--- config.mk ---
export PLATFORM = sky130hd
export DESIGN_NAME = gf180mcu_osu_sc_gp12t3v3__syncfilt_1
export DESIGN_NICKNAME = d
export VERILOG_FILES = /design/src/rtl/gf180mcu_osu_sc_gp12t3v3__syncfilt_1.sv
export SDC_FILE = /design/constraint.sdc
export NUM_CORES = 1
export LEC_CHECK = 0
export BUFFER_PORTS_ARGS = -buffer_cell sky130_fd_sc_hd__buf_2
export CORE_UTILIZATION = 45
export CTS_BUF_LIST = sky130_fd_sc_hd__clkbuf_4 sky130_fd_sc_hd__clkbuf_8
export DETAILED_ROUTE_END_ITERATION = 7
export PLACE_DENSITY = 0.65
export SLEW_MARGIN = 20
export SYNTH_ARGS = -nofsm -noshare
export SYNTH_HDL_FRONTEND = slang
export SYNTH_SLANG_ARGS = --single-unit
--- constraint.sdc ---
create_clock -name CLK -period 2.3 [get_ports CLK]
set_input_delay 0.115 -clock CLK [delete_from_list [all_inputs] [get_ports CLK]]
set_output_delay 0.115 -clock CLK [all_outputs]
set_load 0.05 [all_outputs]
--- src/rtl/gf180mcu_osu_sc_gp12t3v3__syncfilt_1.sv ---
// gf180mcu_osu_sc_gp12t3v3__syncfilt_1: synchronizer + glitch filter + edge pulses + saturating transition counter
module gf180mcu_osu_sc_gp12t3v3__syncfilt_1 #(
    parameter int   SYNC_STAGES = 2,
    parameter int   FILT        = 3,
    parameter int   CW          = 8,
    parameter logic RESET_VAL   = 1'b0
) (
    input  logic          CLK,
    input  logic          RN,
    input  logic          A,
    input  logic          EN,
    input  logic          CLR,
    output logic          Y,
    output logic          RISE,
    output logic          FALL,
    output logic [CW-1:0] CNT,
    output logic          OVF
);
    localparam int FW = $clog2(FILT + 1);

    typedef enum logic {STABLE, PENDING} state_t;

    state_t                 state_q, state_d;
    logic [SYNC_STAGES-1:0] sync_q, sync_d;
    logic [FW-1:0]          fcnt_q, fcnt_d;
    logic                   y_q, y_d, rise_q, rise_d, fall_q, fall_d, ovf_q, ovf_d;
    logic [CW-1:0]          cnt_q, cnt_d;
    logic                   s, acc;

    assign s    = sync_q[SYNC_STAGES-1];
    assign Y    = y_q;
    assign RISE = rise_q;
    assign FALL = fall_q;
    assign CNT  = cnt_q;
    assign OVF  = ovf_q;

    // Next state: shift the sync chain, qualify the new level, then update the counter
    always_comb begin
        sync_d  = {sync_q[SYNC_STAGES-2:0], A};
        state_d = state_q;
        fcnt_d  = fcnt_q;
        acc     = 1'b0;
        if (state_q == STABLE) begin
            fcnt_d = '0;
            if (s != y_q) begin
                if (FILT == 1) begin
                    acc = 1'b1;
                end else begin
                    fcnt_d  = FW'(1);
                    state_d = PENDING;
                end
            end
        end else if (s == y_q) begin
            fcnt_d  = '0;
            state_d = STABLE;
        end else if (fcnt_q + FW'(1) == FW'(FILT)) begin
            acc     = 1'b1;
            fcnt_d  = '0;
            state_d = STABLE;
        end else begin
            fcnt_d = fcnt_q + FW'(1);
        end
        y_d    = acc ? s : y_q;
        rise_d = acc & s;
        fall_d = acc & ~s;
        cnt_d  = cnt_q;
        ovf_d  = ovf_q;
        if (CLR) begin
            cnt_d = '0;
            ovf_d = 1'b0;
        end else if (acc && EN) begin
            if (cnt_q == {CW{1'b1}}) ovf_d = 1'b1;
            else cnt_d = cnt_q + CW'(1);
        end
    end

    // State registers with immediate asynchronous reset
    always_ff @(posedge CLK or negedge RN) begin
        if (!RN) begin
            sync_q  <= {SYNC_STAGES{RESET_VAL}};
            state_q <= STABLE;
            fcnt_q  <= '0;
            y_q     <= RESET_VAL;
            rise_q  <= 1'b0;
            fall_q  <= 1'b0;
            cnt_q   <= '0;
            ovf_q   <= 1'b0;
        end else begin
            sync_q  <= sync_d;
            state_q <= state_d;
            fcnt_q  <= fcnt_d;
            y_q     <= y_d;
            rise_q  <= rise_d;
            fall_q  <= fall_d;
            cnt_q   <= cnt_d;
            ovf_q   <= ovf_d;
        end
    end
endmodule

==> impl_results.md, run 1 <==
- Finished Layout Cells: 105
- CP endpoint kind: flop
- Most frequent cells in the layout: dfrtp_1 (17), buf_2 (16), nor2_1 (10), nand2_1 (4), nor2b_1 (4)
- RSZ-0062 raised after global routing: false
- Worst Hold Endpoint: CNT[1]
- Final setup TNS: 0 ps
- GRT Util Overall: 17.9%
- H-tree levels: 1
- CP Data Required Time: 2480 ps
- Setup bufs post-CTS: 0
- Fin Clk Skew: ~5.4 ps
- MaxCap Viol Count: 0
- Total CTS buffers: 3
- DRC Markers: 0
- CTS root buffer: clkbuf_4
- Rows: 14
- Final Critical Period: 1600 ps
- Layout Nets: 96
- Die Y: 43.2 um
- CORE AREA: between 0.0015 and 0.002 sq mm
- Hold crit path type: in2reg
- Placed Cells: about 100
- Final setup fails: 0
- #FFs+latches synth: 17
- Crit path kind: reg2reg
- Clock latency on the worst-skew pair: between 200 and 300 ps
- Total power: 0.683 mW
- Final Cycle Share: between 60% and 70%
- CTS clk-pin slew, worst paths: around 100 ps
- Port Buffer Count: 16
- Post-DR wirelength/cell: 12.6 um
- Slew Limit Headroom: 69.1%
- Via count: 589
- Register area share after synthesis: 55.8%
- Syn Area/Cell: 11.2 sq um
- Startpoint class of the critical path: flop
- First-pass GRT wire length: 2380 um
- Pin count of the biggest net entering global routing: 18
- Layout area overhead: 18.9%
- Worst Hold Launch: CLR
- LEAKAGE: 0.428 nW
- Clk sinks: 17
- Hold_ws: 107 ps
- Syn_nets: 74
- Mapped Area: 762 sq um
- Placed cell area: ~860 sq um
- Post-Route WL: 1330 um
- Synth Warn #: 0
- FF-to-FF End: CNT[5]
- Fin util: 58.8%
- Post-synthesis cell type count: 28
- Initial antenna violation count: 0
- CTS tree: built
- IO Count: 17
- Final Cell Area: 906 sq um
- Reg-to-Reg Start: fcnt_q[0]
- DRT iter0 DRCs: 10
- Total gr overflow: 0
- Slew Limit Fails: 0
- Routability Congestion: 0.792
- Vias in the first global route: 563
- CP arrival: 1790 ps
- Final Hold Vio Count: 0
- Worst slew pin tran: 461 ps
- Via density: roughly 5.6
- Post-DRT Antenna Nets: 0
- R2R Setup Slk: a little under 700 ps
- Die Wd: 43.2 um
- Outcome: finished clean
- Drt pass-1 iters: 3
- VDD IR max: 0.444 mV
- Initial core utilization: about half
- Cell area power density: 754 mW/mm^2
- R2R cell count: 4
- DPL Wire Length: 1000 um
- Clock Path Buffers: 2
- Worst-path fanout max: 6
- Fin worst setup slack: 696 ps
- Commonest non-fill, non-tap cell in the layout: dfrtp_1
- Fmax: 623 MHz
- WHS Path Cells: 2
- Synth Instances: 68
- Die area: 0.00186 sq mm
- Setup WS pre-CTS: 704 ps
- Ant diodes: 0
- Ratio of cells with drive above 1 in the final layout: between 20% and 30%
## critical path: stages (launching register included)
cell and delay, ps:
dfrtp_1 410, nand4b_1 350, nor3_2 290, nand4_1 130, mux2_1 320
## cell families after synthesis
family	count (synthesis)	share of synthesized area, %
mux	4	5.58
flops	17	55.8
xor+xnor	2	3.28
compound gates	8	8.21
simple gates	35	25.0
buf+inv	1	0.492
fa+ha+maj	1	1.64
## layout make-up
cell class | instances | area, sq um
flip-flops and latches | 17 | 425
well taps | 16 | 20.0
clock buffers | 3 | 22.5
repair buffers | 18 | 100
clock inverters | 1 | 5.00
multi-input cells | 50 | 333
fillers | 139 | 636
## Yosys cell counts, drive strengths merged
cell type | n | area share (%)
nand4 | 2 | 1.6
mux2 | 2 | 3.0
nor4 | 2 | 1.6
xnor2 | 2 | 3.3
and4 | 1 | 1.1
o21a | 1 | 0.99
and3 | 2 | 1.6
nand3 | 2 | 1.3
nor3b | 2 | 2.0
nor3 | 4 | 3.3
nand4b | 1 | 1.1
a21oi | 1 | 0.66
a31oi | 1 | 0.82
nand2 | 4 | 2.0
nand3b | 1 | 0.99
mux2i | 2 | 2.6
buf | 1 | 0.49
nor2 | 10 | 4.9
a211oi | 3 | 3.6
a311oi | 1 | 1.1
dfrtp | 17 | 56
a21boi | 1 | 0.99
ha | 1 | 1.6
nor2b | 4 | 3.3
## routing by layer
layer	vias to the layer above	share of wire (%)	track usage, %
met5	-	0	0
met2	12	49	29.3
met3	2	3.7	6.38
met1	283	46	20.2
met4	0	1.7	9.70
li1	292	-	-
## worst max-delay path by stage
| stage | start | endpoint | slack (ps) | depth (start not counted) |
|---|---|---|---|---|
| 3_5_place_dp | fcnt_q[0] | CNT[5] | 700 | 4 |
| 4_1_cts | fcnt_q[0] | CNT[5] | 690 | 4 |
| 6_report | fcnt_q[0] | CNT[5] | 700 | 4 |
| 3_3_place_gp | fcnt_q[0] | CNT[5] | 690 | 4 |
| 5_1_grt | fcnt_q[0] | CNT[5] | 550 | 4 |
| 2_1_floorplan | CNT[0] | CNT[1] | 560 | 5 |
## where the power goes
group | total (mW) | leakage, nW | internal, mW | switching [mW]
logic | 0.151 | 0.183 | 0.0562 | 0.0950
clock network | 0.161 | 0.0177 | 0.0647 | 0.0960
registers | 0.371 | 0.227 | 0.335 | 0.0366
total | 0.683 | 0.428 | 0.456 | 0.228
## timing repair
| item | in CTS | in global routing |
|---|---|---|
| gates resized for setup | 0 | 0 |
| hold buffers | 2 | 0 |
| endpoints found under the hold margin | 18 | 0 |
| setup endpoints to repair | 0 | 0 |
## sequential cells by signal, indices dropped and copies added, names as in the netlist
| signal | cells |
|---|---|
| CNT | 8 |
| FALL | 1 |
| OVF | 1 |
| RISE | 1 |
| Y | 1 |
| fcnt_q | 2 |
| state_q | 1 |
| sync_q | 2 |
(Power assumes the default switching activity.)
==> run 2, diff against run 1 <==
Clock period 2.3 ns to 1.5 ns, I/O delays scaled along.
==> run 2 against run 1 <==
Clock power up 53%; cell count up 9.5%; clock skew down 3.4 ps; cell area up 20%; register-to-register slack worse by 680 ps; non-clock buffer count up 10.
==> impl_results.md, run 2 (synthesis gave the netlist of run 1 again) <==
- Drt pass-1 iters: 3
- H-tree levels: 1
- Hold_ws: between 70 and 80 ps
- Fmax: 674 MHz
- Area of the multi-input gates: around 420 sq um
- LEAKAGE: 0.490 nW
- First-pass GRT wire length: 2490 um
- Die Y: ~43 um
- DPL Wire Length: 1090 um
- Slowest stage delay, CP: ~390 ps
- Placed cell area: 951 sq um
- CP arrival: 1670 ps
- MaxCap Viol Count: 0
- IO Count: 17
- Final setup TNS: 0 ps
- Cell area power density: between 1000 and 1500 mW/mm^2
- Layout area overhead: 42.5%
- Routability Congestion: 0.742
- Worst-path fanout max: 4
- Initial core utilization: 49.4%
- Final Hold Vio Count: 0
- Max reg flops: 8
- CORE AREA: 0.00154 sq mm
- CP Cell Sequence: nand4b_1 -> buf_6 -> nor3_4 -> nand4_1 -> mux2_4
- Seq. cell area: between 400 and 500 sq um
- Layout Nets: 106
- Commonest non-fill, non-tap cell in the layout: buf_2
- Ant diodes: 0
- Largest delay share family, worst path: simple AND/OR/NAND/NOR gates
- Fin worst setup slack: 16.7 ps
- Slew Limit Fails: 0
- Vias in the first global route: 592
- Ratio of cells with drive above 1 in the final layout: between 50% and 60%
- Total gr overflow: 0
- Worst slew pin tran: between 400 and 500 ps
- Clock latency on the worst-skew pair: 290 ps
- CTS tree: built
- Crit path kind: reg2reg
- Total CTS buffers: 3
- Post-Route WL: 1580 um
- Slowest cell on crit path: dfrtp_1
- Slew Limit Headroom: 69.2%
- Final Cell Area: 0.00109 sq mm
- Startpoint class of the critical path: flop
- Via count: 628
- Outcome: finished clean
- CP endpoint kind: flop
- Fin util: 70.5%
- GRT Util Overall: 18.6%
- Clock Path Buffers: 2
- Finished Layout Cells: 115
- CP Buf/Inv Count: 1
- DRT iter0 DRCs: 7
- Final Critical Period: 1480 ps
- Clk sinks: 17
- Initial antenna violation count: 0
- Hold crit path type: in2reg
- Fin Clk Skew: 1.94 ps
- Die Wd: 43.2 um
- Post-DR wirelength/cell: 13.7 um
- Placed Cells: 105
- CP Data Required Time: 1680 ps
- Port Buffer Count: 16
- RSZ-0062 raised after global routing: true
- Setup WS pre-CTS: 23.2 ps
- Rows: 14
- Final setup fails: 0
- Die area: 0.00186 sq mm
- DRC Markers: 0
- Total power: 1.19 mW
- CTS clk-pin slew, worst paths: 100 ps
- Pin count of the biggest net entering global routing: 18
- CTS root buffer: clkbuf_4
- Fillers: 122
- VDD IR max: 0.806 mV
- Post-DRT Antenna Nets: 0
- Via density: 5.46
- Final Cycle Share: 98.9%
- Most frequent cells in the layout: buf_2 (16), dfrtp_2 (10), nor2_1 (9), buf_4 (9), dfrtp_1 (7)
==> run 2: where the power goes <==
part           internal, mW  switching, mW  leakage [nW]
clock network        0.0992          0.147        0.0177
logic                 0.166          0.206         0.261
registers             0.516         0.0599         0.211
==> run 2: path summary, 6_finish.rpt <==
path / slack [ps] / depth (start not counted) / end / from
max: 20 / 5 / CNT[5] / fcnt_q[0]
max reg2reg: 20 / 5 / CNT[5] / fcnt_q[0]
max in group asynchronous: 990 / 2 / CNT[4] / RN
min reg2reg: 360 / 0 / sync_q[1] / sync_q[0]
min in group asynchronous: 220 / 2 / RISE / RN
min: 70 / 2 / CNT[6] / CLR
==> run 2: area by class of cell <==
class	count	share of cell area (%)
Clock inverter	1	0.461
Tap cell	16	1.84
Multi-Input combinational cell	50	38.8
Timing Repair Buffer	28	16.5
Clock buffer	3	2.07
Sequential cell	17	40.3
==> run 2: worst register-to-register path: cells and delay by family, from the launching register on <==
kind,cells,cell delay [ps]
DFF,1,390
buffers and inverters,1,160
muxes,1,310
and+or+nand+nor,3,510
==> run 2: repair_timing <==
action                                 in CTS  in global routing
endpoints found under the hold margin      18                  0
buffers inserted                            0                  4
setup endpoints to repair                   0                  6
hold buffers                                2                  0
gates resized for setup                     0                 11
==> run 2: metal layers <==
layer | part of all wire [%] | wire length (um) | GRT usage [%]
met5 | 0 | 0 | 0
met4 | 1.8 | 29 | 10.9
met3 | 3.2 | 50 | 3.83
met2 | 49 | 774 | 31.6
met1 | 46 | 726 | 21.2
==> run 3, diff against run 2 <==
Settings changed: CELL_PAD_IN_SITES_DETAIL_PLACEMENT from default to 2, CELL_PAD_IN_SITES_GLOBAL_PLACEMENT from default to 2, CORE_UTILIZATION 45 to 34, PLACE_DENSITY 0.65 to 0.75.
==> run 3 against run 2 <==
The run now ends with negative setup slack left; routed wire length is 68% higher; register-to-register slack worse by 130 ps; clock skew is 7.9 ps higher; critical endpoint is now CNT[3]; largest cell class unchanged; largest power group unchanged; highest routed layer unchanged.
==> impl_results.md, run 3 (synthesis gave the netlist of run 1 again) <==
- Outcome: complete, but fails checks
- Failing checks: negative setup slack
- Post-DR wirelength/cell: approximately 20 um
- Cell area power density: approximately 1200 mW/mm^2
- Via count: 693
- R2R Setup Slk: -110 ps
- First-pass GRT wire length: 3520 um
- Slowest stage delay, CP: 480 ps
- Seq. cell area: around 440 sq um
- Placed cell area: 972 sq um
- Layout Nets: 111
- Fillers: about 210
- Fmax: 620 MHz
- Via density: 5.29
- Max reg flops: 8
- Clk sinks: 17
- Drt pass-1 iters: 4
- Worst Hold Endpoint: CNT[6]
- Hold crit path type: in2reg
- Initial antenna violation count: 0
- Commonest non-fill, non-tap cell in the layout: buf_2
- Pin count of the biggest net entering global routing: 18
- Hold_ws: a little over 90 ps
- CP arrival: between 1500 and 2000 ps
- CP Buf/Inv Count: 1
- GRT Util Overall: 19.6%
- MaxCap Viol Count: 0
- DPL Wire Length: 1420 um
- Total CTS buffers: 3
- Fin Clk Skew: 9.86 ps
- Routability Congestion: 0.759
- Rows: 16
- CP endpoint kind: flop
- Post-Route WL: 2650 um
- Largest delay share family, worst path: simple AND/OR/NAND/NOR gates
- CP Data Required Time: 1670 ps
- Sequential share of power: ~44%
- Fin util: 54.7%
- H-tree levels: 1
- CTS tree: built
- Post-DRT Antenna Nets: 0
- Final setup TNS: -355 ps
- Final Critical Period: 1610 ps
- Final setup fails: 6
- Die area: between 0.002 and 0.0025 sq mm
- Clock power share: 19.6%
- Worst slew pin tran: 421 ps
- Fin worst setup slack: -112 ps
- CTS clk-pin slew, worst paths: 110 ps
- Ratio of cells with drive above 1 in the final layout: 51.9%
- Placed Cells: between 100 and 150
- Setup WS pre-CTS: -58.0 ps
- Ant diodes: 0
- VDD IR max: 0.807 mV
- CORE AREA: about 0.0020 sq mm
- DRC Markers: 0
- Finished Layout Cells: roughly 130
- Die Wd: a little under 50 um
- Worst-path fanout max: 7
- Switching Fraction: between 30% and 40%
- Startpoint class of the critical path: flop
- Clock Path Buffers: 2
- DRT iter0 DRCs: 6
- Worst Hold Launch: CLR
- Die Y: about 50 um
- CTS root buffer: clkbuf_4
- FF-to-FF End: CNT[3]
- Final Cycle Share: 107%
- Logic pwr share: between 30 and 40%
- Final Cell Area: 0.00112 sq mm
- Reg-to-Reg Start: Y
- Initial core utilization: around 37%
- Slew Limit Fails: 0
- WHS Path Cells: 2
- CP Cell Sequence: xnor2_4 -> nor3_4 -> buf_4 -> and3_1 -> nor3_1
- Layout area overhead: 46.6%
- Most frequent cells in the layout: buf_2 (16), buf_4 (14), dfrtp_2 (10), nor2_1 (10), dfrtp_1 (7)
- Area of the multi-input gates: roughly 400 sq um
- Slew Limit Headroom: 71.9%
- Port Buffer Count: 16
- R2R cell count: 5
- Int Pwr: 0.838 mW
- RSZ-0062 raised after global routing: true
- IO Count: 17
- Vias in the first global route: 728
- Total gr overflow: 0
- Slowest cell on crit path: dfrtp_2
- Clock latency on the worst-skew pair: 300 ps
- Crit path kind: reg2reg
- Total power: 1.30 mW
- Final Hold Vio Count: 0
- LEAKAGE: a little over 0.5 nW
- Switching Power: roughly 0.47 mW
run 3: cell count changes in the layout (fill, tap and decap cells not counted), sizes merged:
cell,change
buf,+5
run 3: worst reg2reg max path, delay by kind of cell, from the launching register on:
family	cells	cell delay, ps
AND/OR/NAND/NOR	3	510
flip-flops	1	480
XOR/XNOR	1	350
buffers and inverters	1	140
run 3: layer usage:
metal	wire length, um	vias to the layer above	track usage (%)
met5	0	-	0
met2	1340	13	32.9
met4	9	0	8.33
met3	63	2	2.49
met1	1240	356	25.1
li1	-	322	-
run 3: what timing repair did:
item | in CTS | in global routing
setup endpoints to repair | 5 | 6
setup buffers | 4 | 4
pin swaps | 2 | 4
endpoints found under the hold margin | 18 | 0
hold buffers | 2 | 0
gates resized for setup | 1 | 6
run 3: worst max-delay path by stage:
stage	end	depth (start not counted)	start
3_5_place_dp	CNT[7]	4	fcnt_q[0]
5_1_grt	CNT[3]	5	Y
3_3_place_gp	CNT[5]	4	fcnt_q[0]
6_report	CNT[3]	5	Y
4_1_cts	CNT[3]	5	sync_q[1]
2_1_floorplan	CNT[1]	5	CNT[0]
run 3: final cells by class:
type                            instances  area share, %
Timing Repair Buffer                   33           19.4
Sequential cell                        17           39.2
Clock inverter                          1          0.448
Multi-Input combinational cell         50           35.9
Clock buffer                            3           2.02
Tap cell                               27           3.02
run 3: power groups by stage:
stage,combinational (mW),sequential (mW),clock [mW]
after CTS,0.347,0.574,0.257
after global routing,0.495,0.585,0.281
final,0.472,0.576,0.255
after floorplan,0.147,0.640,0
after detailed placement,0.317,0.584,0
after global placement,0.307,0.579,0
